<file path="config.mk">
export PLATFORM = sky130hd
export DESIGN_NAME = spi_result_transmitter
export DESIGN_NICKNAME = d
export VERILOG_FILES = /design/src/rtl/spi_result_transmitter.sv
export SDC_FILE = /design/constraint.sdc
export NUM_CORES = 1
export LEC_CHECK = 0
export CAP_MARGIN = 20
export CORE_MARGIN = 2
export CORE_UTILIZATION = 25
export DETAILED_ROUTE_END_ITERATION = 12
export GPL_TIMING_DRIVEN = 0
export PLACE_DENSITY = 0.39
export SETUP_SLACK_MARGIN = 0.15
export SYNTH_ARGS = -nofsm -noshare
export SYNTH_HDL_FRONTEND = slang
export SYNTH_SLANG_ARGS = --single-unit
export TNS_END_PERCENT = 1
</file>
<file path="constraint.sdc">
create_clock -name mainClk -period 3.59 [get_ports mainClk]
set_input_delay 0.8975 -clock mainClk [delete_from_list [all_inputs] [get_ports mainClk]]
set_output_delay 0.8975 -clock mainClk [all_outputs]
set_load 0.005 [all_outputs]
</file>
<file path="src/rtl/spi_result_transmitter.sv">
// ============================================================================
// Module   : spi_result_transmitter
// Purpose  : SPI-peripheral transmitter that returns result words to the MCU;
//            spiClk/ncs are oversampled in the mainClk domain.
// Options  : define SPI_TX_PARITY_EN to append an even-parity bit per frame.
// Revision : 1.0 - initial release
// ============================================================================
`default_nettype none

module spi_result_transmitter #(
    parameter int                     messageBits = 8,
    parameter int                     fifoDepth   = 4,
    parameter logic [messageBits-1:0] IDLE_WORD   = '0
) (
    input  logic                               mainClk,
    input  logic                               nreset,
    input  logic                               spiClk,
    input  logic                               ncs,
    output logic                               sdo,
    input  logic [messageBits-1:0]             txData,
    input  logic                               txValid,
    output logic                               txReady,
    output logic [$clog2(fifoDepth+1)-1:0]     fifoCount,
    output logic                               frameDone,
    output logic                               underflow
);

`ifdef SPI_TX_PARITY_EN
    localparam int c_FRAME_LEN = messageBits + 1;
`else
    localparam int c_FRAME_LEN = messageBits;
`endif
    localparam int c_CNT_W  = $clog2(c_FRAME_LEN + 1);
    localparam int c_PTR_W  = $clog2(fifoDepth);
    localparam int c_FCNT_W = $clog2(fifoDepth + 1);
    localparam logic [c_CNT_W-1:0]  c_FRAME_CNT = c_CNT_W'(c_FRAME_LEN);
    localparam logic [c_FCNT_W-1:0] c_FULL      = c_FCNT_W'(fifoDepth);

    typedef enum logic [1:0] {
        WAIT_IDLE = 2'd0,
        IDLE      = 2'd1,
        LOAD      = 2'd2,
        SHIFT     = 2'd3
    } state_t;

    logic                   r_sclkS1, r_sclkS2, r_sclkH;
    logic                   r_csS1, r_csS2, r_csH;
    logic                   r_rstDone;
    logic                   w_sclkFall, w_csFall, w_csRise;

    logic [messageBits-1:0] r_mem [fifoDepth];
    logic [c_PTR_W-1:0]     r_wrPtr, r_rdPtr;
    logic [c_FCNT_W-1:0]    r_count;
    logic                   w_push, w_pop, w_empty;

    state_t                 r_state, w_stateNext;
    logic                   w_load, w_shift, w_frameDoneNext, w_underflowNext;
    logic [messageBits-1:0] w_word;
    logic [c_FRAME_LEN-1:0] w_loadWord;
    logic [c_FRAME_LEN-1:0] r_shift;
    logic [c_CNT_W-1:0]     r_bitCount;
    logic                   r_sdo, r_frameDone, r_underflow;

    always_ff @(posedge mainClk) begin
        if (!nreset) begin
            {r_sclkS1, r_sclkS2, r_sclkH} <= 3'b000;
            {r_csS1, r_csS2, r_csH}       <= 3'b111;
            r_rstDone                     <= 1'b0;
        end else begin
            {r_sclkS1, r_sclkS2, r_sclkH} <= {spiClk, r_sclkS1, r_sclkS2};
            {r_csS1, r_csS2, r_csH}       <= {ncs, r_csS1, r_csS2};
            r_rstDone                     <= 1'b1;
        end
    end

    assign w_sclkFall = r_sclkH & ~r_sclkS2;
    assign w_csFall   = r_csH & ~r_csS2;
    assign w_csRise   = ~r_csH & r_csS2;

    assign w_empty   = (r_count == '0);
    assign txReady   = nreset && (r_count != c_FULL);
    assign w_push    = txValid && txReady;
    assign fifoCount = r_count;

    always_ff @(posedge mainClk) begin
        if (w_push) begin
            r_mem[r_wrPtr] <= txData;
        end
    end

    always_ff @(posedge mainClk) begin
        if (!nreset) begin
            r_wrPtr <= '0;
            r_rdPtr <= '0;
            r_count <= '0;
        end else begin
            if (w_push) r_wrPtr <= r_wrPtr + c_PTR_W'(1);
            if (w_pop)  r_rdPtr <= r_rdPtr + c_PTR_W'(1);
            case ({w_push, w_pop})
                2'b10:   r_count <= r_count + c_FCNT_W'(1);
                2'b01:   r_count <= r_count - c_FCNT_W'(1);
                default: r_count <= r_count;
            endcase
        end
    end

    assign w_word = w_empty ? IDLE_WORD : r_mem[r_rdPtr];
`ifdef SPI_TX_PARITY_EN
    assign w_loadWord = {w_word, ^w_word};
`else
    assign w_loadWord = w_word;
`endif

    always_ff @(posedge mainClk) begin
        if (!nreset) r_state <= WAIT_IDLE;
        else         r_state <= w_stateNext;
    end

    always_comb begin
        w_stateNext     = r_state;
        w_pop           = 1'b0;
        w_load          = 1'b0;
        w_shift         = 1'b0;
        w_frameDoneNext = 1'b0;
        w_underflowNext = 1'b0;
        case (r_state)
            // The synchronizer still holds its reset value on the first
            // cycle after reset, so wait for it to reflect the real pin.
            WAIT_IDLE: if (r_rstDone && r_csS1 && r_csS2) w_stateNext = IDLE;
            IDLE:      if (w_csFall) w_stateNext = LOAD;
            LOAD: begin
                w_load          = 1'b1;
                w_pop           = !w_empty;
                w_underflowNext = w_empty;
                w_stateNext     = w_csRise ? IDLE : SHIFT;
            end
            SHIFT: begin
                if (w_csRise) begin
                    w_stateNext     = IDLE;
                    w_frameDoneNext = (r_bitCount == c_FRAME_CNT);
                end else begin
                    w_shift = w_sclkFall;
                end
            end
            default: w_stateNext = WAIT_IDLE;
        endcase
    end

    always_ff @(posedge mainClk) begin
        if (!nreset) begin
            r_shift     <= '0;
            r_bitCount  <= '0;
            r_sdo       <= 1'b0;
            r_frameDone <= 1'b0;
            r_underflow <= 1'b0;
        end else begin
            if (w_load) begin
                r_shift    <= w_loadWord;
                r_bitCount <= '0;
            end else if (w_shift) begin
                r_shift <= {r_shift[c_FRAME_LEN-2:0], 1'b0};
                if (r_bitCount != c_FRAME_CNT) r_bitCount <= r_bitCount + c_CNT_W'(1);
            end
            r_sdo       <= (r_state == SHIFT) ? r_shift[c_FRAME_LEN-1] : 1'b0;
            r_frameDone <= w_frameDoneNext;
            r_underflow <= w_underflowNext;
        end
    end

    assign sdo       = r_sdo;
    assign frameDone = r_frameDone;
    assign underflow = r_underflow;

endmodule

`default_nettype wire

</file>
Word level (Yosys, flattened, before mapping)
Memory sizes are Yosys's and may differ from the RTL's. A register that Yosys moved wholly into a read port is not among the register bits.
Index checks and enable logic that the tools add are counted.
{"block": "classes", "add_sub_neg": 5, "n_eq_ne": 11, "muxes": 18, "bitwise": 7, "n_reduce_logical": 15}
{"op": "two-way mux 8 bit", "n": 3}
{"op": "two-way mux 2 bit", "n": 6}
{"op": "case mux 2 bit (4 select lines)", "n": 1}
{"op": "two-way mux 1 bit", "n": 7}
{"op": "== test 2 bit (second input constant)", "n": 3}
{"op": "!= test 2 bit (second input constant)", "n": 3}
{"op": "case mux 3 bit (2 select lines)", "n": 1}
{"op": "AND reduction 2 bit", "n": 3}
{"op": "AND reduction 3 bit", "n": 2}
{"op": "adder 2 x 1 -> 2 bit (second input constant)", "n": 2}
{"op": "adder 4 x 1 -> 4 bit (second input constant)", "n": 1}
{"op": "== test 2 x 1 -> 1 bit (second input constant)", "n": 2}
{"op": "== test 4 bit (second input constant)", "n": 1}
{"op": "logical AND 1 bit", "n": 4}
{"op": "!= test 4 bit (second input constant)", "n": 1}
{"op": "inverter 1 bit", "n": 4}
{"op": "nonzero test 2 bit", "n": 2}
{"op": "adder 3 x 1 -> 3 bit (second input constant)", "n": 1}
{"op": "bitwise AND 1 bit", "n": 3}
{"op": "zero test 3 bit", "n": 1}
{"op": "!= test 3 bit (second input constant)", "n": 1}
{"op": "subtractor 3 x 1 -> 3 bit (second input constant)", "n": 1}
{"op": "zero test 2 bit", "n": 1}
{"op": "OR reduction 2 bit", "n": 1}
{"op": "zero test 1 bit", "n": 1}
{"block": "totals", "regBits": 31, "ram_bits": 32, "in_bits": 13, "out_inout_bits": 7, "wordCells": 73, "mem_count": 1}
{"memory": "r_mem", "depth": 4, "word_bits": 8, "rd": 1, "rd_ports_with_merged_regs": 1, "write_ports": 1, "line_no": "51", "source": "logic [messageBits-1:0] r_mem [fifoDepth];"}

Longest topological paths before layout
Gate-level depths: netlist of run 1.
{"block": "logic_depth", "ltp_word": 6, "mapped_depth": 10, "ltp_nobuf": 9}

Least setup slack after synthesis of run 1
No wires, ideal clock.
{"block": "synth_path", "kind": "input to register", "startpoint": "input txValid", "endpoint": "register r_count[2], in the netlist fifoCount[2]", "setup_time_ns": 0.076, "arrival_ns": 2.292, "required_ns": 3.514, "setup_slack_ns": 1.223, "cell_stages": 8, "n_path_buf": 0, "cell_sequence": "o311a_1 inv_1 ha_1 inv_1 fa_1 xor2_1 or3_1 a21boi_0"}
{"block": "synth_via", "elab_chain_cells": 3, "word_cells_on_any_way": 5, "classes_between": "eq/ne (2); mux (1); reduce/logical (2)"}
{"element": "start, declared", "line_no": "21", "source": "input logic txValid,"}
{"element": "logical AND 1 bit (*)", "line_no": "82", "source": "assign w_push = txValid && txReady;"}
{"element": "== test 2 x 1 -> 1 bit / == test 2 bit (equally long branches)", "line_no": "99", "source": "case ({w_push, w_pop})"}
{"element": "case mux 3 bit (2 select lines) / nonzero test 2 bit (equally long branches)"}
{"element": "end signal, assigned", "line_no": "100", "source": "2'b10: r_count <= r_count + c_FCNT_W'(1);"}
{"element": "end signal, assigned", "line_no": "101", "source": "2'b01: r_count <= r_count - c_FCNT_W'(1);"}
{"element": "end signal, assigned", "line_no": "102", "source": "default: r_count <= r_count;"}
{"element": "end, declared", "line_no": "53", "source": "logic [c_FCNT_W-1:0] r_count;"}
Every way passes the cells marked *; elsewhere a longest branch is shown, timed or not.
A chain may end at the register's enable or synchronous reset.

Final worst setup path of run 1
{"block": "layout_path", "startpoint": "input nreset", "endpoint": "output txReady"}
{"block": "layout_via", "elab_chain_cells": 1}
{"element": "start, declared", "line_no": "16", "source": "input logic nreset,"}
{"element": "logical AND 1 bit", "line_no": "81", "source": "assign txReady = nreset && (r_count != c_FULL);"}
{"element": "end, declared", "line_no": "22", "source": "output logic txReady,"}
Every way passes these cells.

==> results.md, run 1 <==
* Endpoint type of the worst setup path: primary output
* Leakage power at 1.10 nW
* FF-to-FF path depth at 10
* P_int at 1.19 mW
* Detailed-route wire length at 4.93 mm
* Max FO, Critical Path at 10
* Crit path DAT at 2.47 ns
* Die Y at 106 um
* Mapped Cells at 198
* Clock Power Share at 0.380
* Clock latency on the worst-skew pair at 0.33 ns
* Design Power at 1.55 mW
* RSZ-0062 raised after global routing: false
* Global Route Usage Sum at 0.0957
* Clock skew after layout at 0.00876 ns
* Netlist cell types at 36
* Gr ovfl total at 0
* Largest net degree at the start of global routing at 12
* Clock tree buffer depth at 2
* Max_slew headroom at 0.621
* Fin. max-slew vios at 0
* Status: completed
* Dominant cells by area after synthesis: edfxtp_1 (37%), dfxtp_1 (25%), mux4_2 (6.9%), ha_1 (5.7%), and2_1 (3.3%)
* Clk slew on worst S/H paths at 0.06 ns
* Via count at 1516
* Switching part of the total at 0.234
* Detailed Route Iter0 Violations at 43
* Setup crit start kind: input port
* Layout area overhead at 21.0%
* Site Rows at 37
* Vias in the first global route at 1567
* CTS buffer count at 9
* Io pins at 20
* Post-CTS Setup Repair Bufs at 0
* First-pass GRT wire length at 8.05 mm
* IO Port Bufs at 19
* Synth top area share at 0.366
* Residual DRC count at 0
* Synth Flop Type: dfxtp_1
* Simple-Gate Fraction of Synth Area at 0.0991
* Asr flop ratio synth at 0
* Synth area leader: edfxtp_1
* Tcrit/Tclk final at 0.939
* Worst path most repeated cell: clkdlybuf4s50_1
* Power Dens Cells at 489 nW/um^2
* Comb pwr share at 0.087
* Final Critical Period at 3.37 ns
* Peak VDD IR at 0.000192 V
* Slowest-stage cell, CP: clkdlybuf4s50_1
* Top-count cell post-synth: dfxtp_1
* Synth Area in Compound Gates at 0.0810
* Syn. warnings at 0
* Worst-Margin Slew at 0.569 ns
* CTS H-Tree Depth at 3
* Die X at 106 um
* Delay-heaviest family, CP: buffers and inverters
* Final setup vio count at 0
* Hold crit path type: flip-flop to flip-flop
* CTS tree: yes
* Syn avg cell area at 13.3 um^2
* Clock Sinks at 65
* Mux contribution to synthesized area at 0.0800
* Crit-path max cell delay at 0.58 ns
* Post-CTS Resized at 2
* Setup CP Type: input port to primary output
* Core ar. at 10300 um^2
* Synth Cell Area at 2630 um^2
* NumNets Final at 254
* Reg power frac at 0.533
* Req. time, crit path at 2.69 ns
* MaxCap Viol Count at 0
* Antenna Cells at 0
* First-pass iteration count of the detailed router at 4
* Synthesized-area fraction occupied by adder cells at 0.0648
* Sequential area share after synthesis at 0.617
* Initial Util at 0.256
* Post-synthesis xor/xnor area fraction at 0.0233
* Die ar. at 11300 um^2
* GPL Wtd Cong at 0.650
* Hold depth at 1
* Hold_buf cts at 0
* Post-DR wirelength/cell at 13.4 um
* Mapped Nets at 224
* Critical Path Stages at 4
* Fmax at 297 MHz
* Switching Power at 364 uW
* Post-DP HPWL at 3.26 mm
* Post-synth top cells: dfxtp_1 (33), edfxtp_1 (32), and2_1 (14), inv_1 (14)
* Final hold vios at 0
* Initial antenna violation count at 0
* Register bit total from synthesis at 65
* Number of synthesized flops with an enable pin at 32
* Crit path cell chain: clkdlybuf4s50_1, clkbuf_4, a21boi_1, clkdlybuf4s50_1
* Main combinational cell family by area after synthesis: simple AND/OR/NAND/NOR gates
* Detail Route Antenna Nets at 0
* Final core occ at 0.309
* CP Buf/Inv Count at 3
* DR vias/cell at 4.11
* CTS root buffer: clkbuf_8
* Share of cells above drive strength 1 at 0.124
worst paths after layout:
kind | start | end | slack [ns]
worst min-delay path | r_sclkS1 | r_sclkS2 | 0.43
worst min register to register | r_sclkS1 | r_sclkS2 | 0.43
worst max-delay path | nreset | txReady | 0.22
worst max register to register | r_state[0] | fifoCount[2] | 1.09
sequential cells by signal (all words and copies together) (netlist names), 2 cells and up, named ones only:
name / cells
fifoCount: 3
r_state: 2
r_rdPtr: 2
r_shift: 8
r_mem: 32
r_wrPtr: 2
r_bitCount: 4
placed cells by master, fill, tap and decap left out, types with 2 or more instances in the layout:
cell type        count
nand3_1              2
and3_1               2
dfxtp_1             33
nand2_1             10
ha_1                12
mux2i_1              3
or3_1                2
clkdlybuf4s50_1     19
xnor2_1              4
nand2b_1             5
a21oi_1              9
inv_1               14
clkinv_2             2
a22oi_1              7
o21ai_0             12
clkinvlp_4           2
edfxtp_1            32
clkbuf_1             3
mux4_2               8
nor2_1               4
and2_1              14
clkbuf_8             9
buf_2                2
xor2_1               3
through the flow:
step / cells / hold slack [ns] / cell area [um^2] / TNS (ns) / worst slack (ns)
floorplan: 198 / 0.412 / 2630 / 0 / 1.22
global placement: 353 / 0.424 / 2990 / 0 / 0.0383
detailed placement: 353 / 0.422 / 2990 / -0.00565 / -0.00565
CTS: 369 / 0.438 / 3180 / 0 / 0.159
global route: 369 / 0.451 / 3180 / 0 / 0.164
finish: 369 / 0.435 / 3180 / 0 / 0.220
kinds of logic after synthesis:
family          Yosys count
flops                    65
simple gates             46
compound gates           35
buf+inv                  21
fa+ha+maj                13
mux                      11
xor+xnor                  7
area by class of cell:
class	count	area, um^2
Timing Repair Buffer	19	190
Fill cell	1078	7100
Clock inverter	6	58.8
Clock buffer	10	128
Multi-Input combinational cell	112	915
Buffer	7	41.3
Inverter	14	52.6
Tap cell	136	170
Sequential cell	65	1620
power groups by stage:
stage	Sequential, mW	Clock (mW)	Combinational [mW]
finish	0.827	0.591	0.136
floorplan	0.839	0	0.0898
CTS	0.827	0.617	0.138
global placement	0.844	0	0.138
detailed placement	0.844	0	0.138
global route	0.831	0.651	0.153
routing by layer:
metal | part of all wire | up-vias | GRT usage
li1 | - | 763 | -
met1 | 0.48 | 721 | 0.119
met2 | 0.47 | 27 | 0.151
met3 | 0.041 | 5 | 0.0356
met4 | 0.013 | 0 | 0.0390
met5 | 0 | - | 0
No activity file was read; power rests on OpenSTA's default activity.
==> run 2, diff against run 1 <==
--- a/config.mk
+++ b/config.mk
@@ -6,7 +6,7 @@
 export NUM_CORES = 1
 export LEC_CHECK = 0
 export CAP_MARGIN = 20
-export CORE_MARGIN = 2
+export CORE_MARGIN = 5
 export CORE_UTILIZATION = 25
 export DETAILED_ROUTE_END_ITERATION = 12
 export GPL_TIMING_DRIVEN = 0
==> run 2 against run 1 <==
  * Total power fell by 1.8%
  * Critical path type unchanged
  * Final cell count shrank 0.27%
  * Non-clock buffer count stayed put
==> results.md, run 2 (synthesis gave the netlist of run 1 again) <==
* Clock latency on the worst-skew pair at 0.33 ns (about the same)
* Power Dens Cells at 482 nW/um^2 (was 489 nW/um^2)
* Largest net degree at the start of global routing at 11 (was 12)
* Setup ws final at 0.233 ns (was 0.220 ns)
* Detail Route Antenna Nets at 0 (unchanged)
* IO Port Bufs at 19 (unchanged)
* Initial Util at 0.256 (unchanged)
* Detailed Route Iter0 Violations at 34 (was 43)
* Met3 usage at 0.0302 (was 0.0356)
* First-pass iteration count of the detailed router at 3 (was 4)
* Die X at 112 um (was 106 um)
* Endpoint type of the worst setup path: primary output (unchanged)
* Register bank with the most flops: r_mem (unchanged)
* Slowest-stage cell, CP: clkdlybuf4s50_1 (unchanged)
* Antenna Cells at 0 (unchanged)
* Io pins at 20 (unchanged)
* Vias in the first global route at 1588 (was 1567)
* Clock Sinks at 65 (unchanged)
* Share of cells above drive strength 1 at 0.116 (was 0.124)
* Status: completed (unchanged)
* Global-route met2 utilization at 0.131 (was 0.151)
* Peak VDD IR at 0.000191 V (was 0.000192 V)
* Setup CP Type: input port to primary output (unchanged)
* CTS tree: yes (unchanged)
* Post-DR wirelength/cell at 13.2 um (was 13.4 um)
* CTS root buffer: clkbuf_8 (unchanged)
* Site Rows at 37 (unchanged)
* Hold_buf cts at 0 (unchanged)
* CTS H-Tree Depth at 3 (unchanged)
* Biggest regs: r_mem x32, r_shift x8, r_bitCount x4 (unchanged)
* Die ar. at 12700 um^2 (was 11300 um^2)
* Switching part of the total at 0.224 (was 0.234)
* Final Critical Period at 3.36 ns (was 3.37 ns)
* Crit-path max cell delay at 0.57 ns (was 0.58 ns)
* Storage element area at 1620 um^2 (unchanged)
* First-pass GRT wire length at 8.07 mm (was 8.05 mm)
* Most frequent cells in the layout: dfxtp_1 (33), edfxtp_1 (32), clkdlybuf4s50_1 (19), inv_1 (14), and2_1 (14) (unchanged)
* Gr ovfl total at 0 (unchanged)
* Leakage power at 1.10 nW (about the same)
* Layout area overhead at 20.5% (was 21.0%)
* NumNets Final at 254 (unchanged)
* Initial antenna violation count at 0 (unchanged)
* Req. time, crit path at 2.69 ns (about the same)
* Clock tree buffer depth at 2 (unchanged)
* Most crowded layer after global routing: met2 (unchanged)
* Worst path most repeated cell: clkdlybuf4s50_1 (unchanged)
* Comb pwr share at 0.088 (was 0.087)
* Final-layout fill cell count at 1056 (was 1078)
* Die Y at 112 um (was 106 um)
* Pre-CTS WS at 0.0362 ns (was -0.00565 ns)
* Number of flip-flops in the largest register at 32 (unchanged)
* Reg power frac at 0.542 (was 0.533)
* Worst-Margin Slew at 0.542 ns (was 0.569 ns)
* P_int at 1.18 mW (was 1.19 mW)
* Core ar. at 10300 um^2 (unchanged)
* Multi-input logic area at 915 um^2 (unchanged)
* Via count at 1524 (was 1516)
* Crit path cell chain: clkdlybuf4s50_1, clkbuf_4, a21boi_0, clkdlybuf4s50_1 (was clkdlybuf4s50_1, clkbuf_4, a21boi_1, clkdlybuf4s50_1)
* Fmax at 298 MHz (was 297 MHz)
* Hold crit path type: flip-flop to flip-flop (unchanged)
* Post-DP HPWL at 3.34 mm (was 3.26 mm)
* CTS buffer count at 9 (unchanged)
* Crit Reg-Reg Startpoint: r_state[0] (unchanged)
* Global Route Usage Sum at 0.0823 (was 0.0957)
* Switching Power at 342 uW (was 364 uW)
* Final hold vios at 0 (unchanged)
* Clock Power Share at 0.370 (was 0.380)
* Fin. max-slew vios at 0 (unchanged)
* Clock skew after layout at 0.00826 ns (was 0.00876 ns)
* GPL Wtd Cong at 0.679 (was 0.650)
* Design Power at 1.53 mW (was 1.55 mW)
* Residual DRC count at 0 (unchanged)
* DR vias/cell at 4.14 (was 4.11)
* Clk slew on worst S/H paths at 0.06 ns (about the same)
* RSZ-0062 raised after global routing: false (unchanged)
* Tcrit/Tclk final at 0.935 (was 0.939)
* Crit path DAT at 2.46 ns (was 2.47 ns)
* Final setup vio count at 0 (unchanged)
* Max_slew headroom at 0.639 (was 0.621)
* Setup TNS at 0 ns (unchanged)
* Commonest non-fill, non-tap cell in the layout: dfxtp_1 (unchanged)
* GR Util met1 at 0.101 (was 0.119)
* Setup crit start kind: input port (unchanged)
* Max FO, Critical Path at 10 (unchanged)
* Worst Setup SP: nreset (unchanged)
* Hold wc startpoint: r_sclkS1 (unchanged)
* MaxCap Viol Count at 0 (unchanged)
* Detailed-route wire length at 4.87 mm (was 4.93 mm)
==> run 2: layout make-up <==
| class | count | area share |
|---|---|---|
| Clock buffer | 10 | 0.0403 |
| Inverter | 14 | 0.0166 |
| Buffer | 7 | 0.0130 |
| Clock inverter | 5 | 0.0150 |
| Sequential cell | 65 | 0.512 |
| Timing Repair Buffer | 19 | 0.0601 |
| Multi-Input combinational cell | 112 | 0.289 |
| Tap cell | 136 | 0.0538 |
==> run 2: power by group through the flow <==
stage / clock [mW] / sequential (mW) / combinational (mW)
2_1_floorplan: 0 / 0.839 / 0.0898
3_3_place_gp: 0 / 0.844 / 0.138
3_5_place_dp: 0 / 0.844 / 0.136
4_1_cts: 0.591 / 0.828 / 0.137
5_1_grt: 0.622 / 0.831 / 0.156
6_report: 0.565 / 0.827 / 0.134
==> run 2: layer usage <==
metal | part of all wire | routed length, um | up-vias
li1 | - | - | 765
met1 | 0.47 | 2270 | 727
met2 | 0.48 | 2330 | 25
met3 | 0.041 | 202 | 7
met4 | 0.014 | 70 | 0
met5 | 0 | 0 | -
==> run 2: worst max-delay path, delay by kind of cell <==
family,cells,cell delay [ns]
compound gates,1,0.21
buf+inv,3,1.35
==> run 2: path summary, 6_finish.rpt <==
kind	to	slack, ns	cells past startpoint
worst min-delay path	r_sclkS2	0.44	1
worst min register to register	r_sclkS2	0.44	1
worst max register to register	fifoCount[2]	1.11	10
worst max-delay path	txReady	0.23	4
==> run 2: repair_timing <==
action                     CTS  global route
setup endpoints to repair    1             1
resized for setup            1             2
hold endpoints to repair     0             0
buffers inserted             0             0
==> run 2: metrics by stage <==
step | utilization | area [um^2] | instances | hold WS [ns]
after global placement | 0.291 | 2990 | 353 | 0.424
after floorplan | - | 2630 | 198 | 0.412
after global routing | 0.308 | 3170 | 368 | 0.479
after detailed placement | 0.291 | 2990 | 353 | 0.428
after CTS | 0.308 | 3160 | 368 | 0.444
final | 0.308 | 3170 | 368 | 0.437
==> run 3, diff against run 2 <==
--- a/config.mk
+++ b/config.mk
@@ -9,6 +9,7 @@
 export CORE_MARGIN = 5
 export CORE_UTILIZATION = 25
 export DETAILED_ROUTE_END_ITERATION = 12
+export GPL_ROUTABILITY_DRIVEN = 0
 export GPL_TIMING_DRIVEN = 0
 export PLACE_DENSITY = 0.39
 export SETUP_SLACK_MARGIN = 0.15
==> results of run 3 <==
Same layout as run 2: the final DEF is identical, and so are final timing and power.
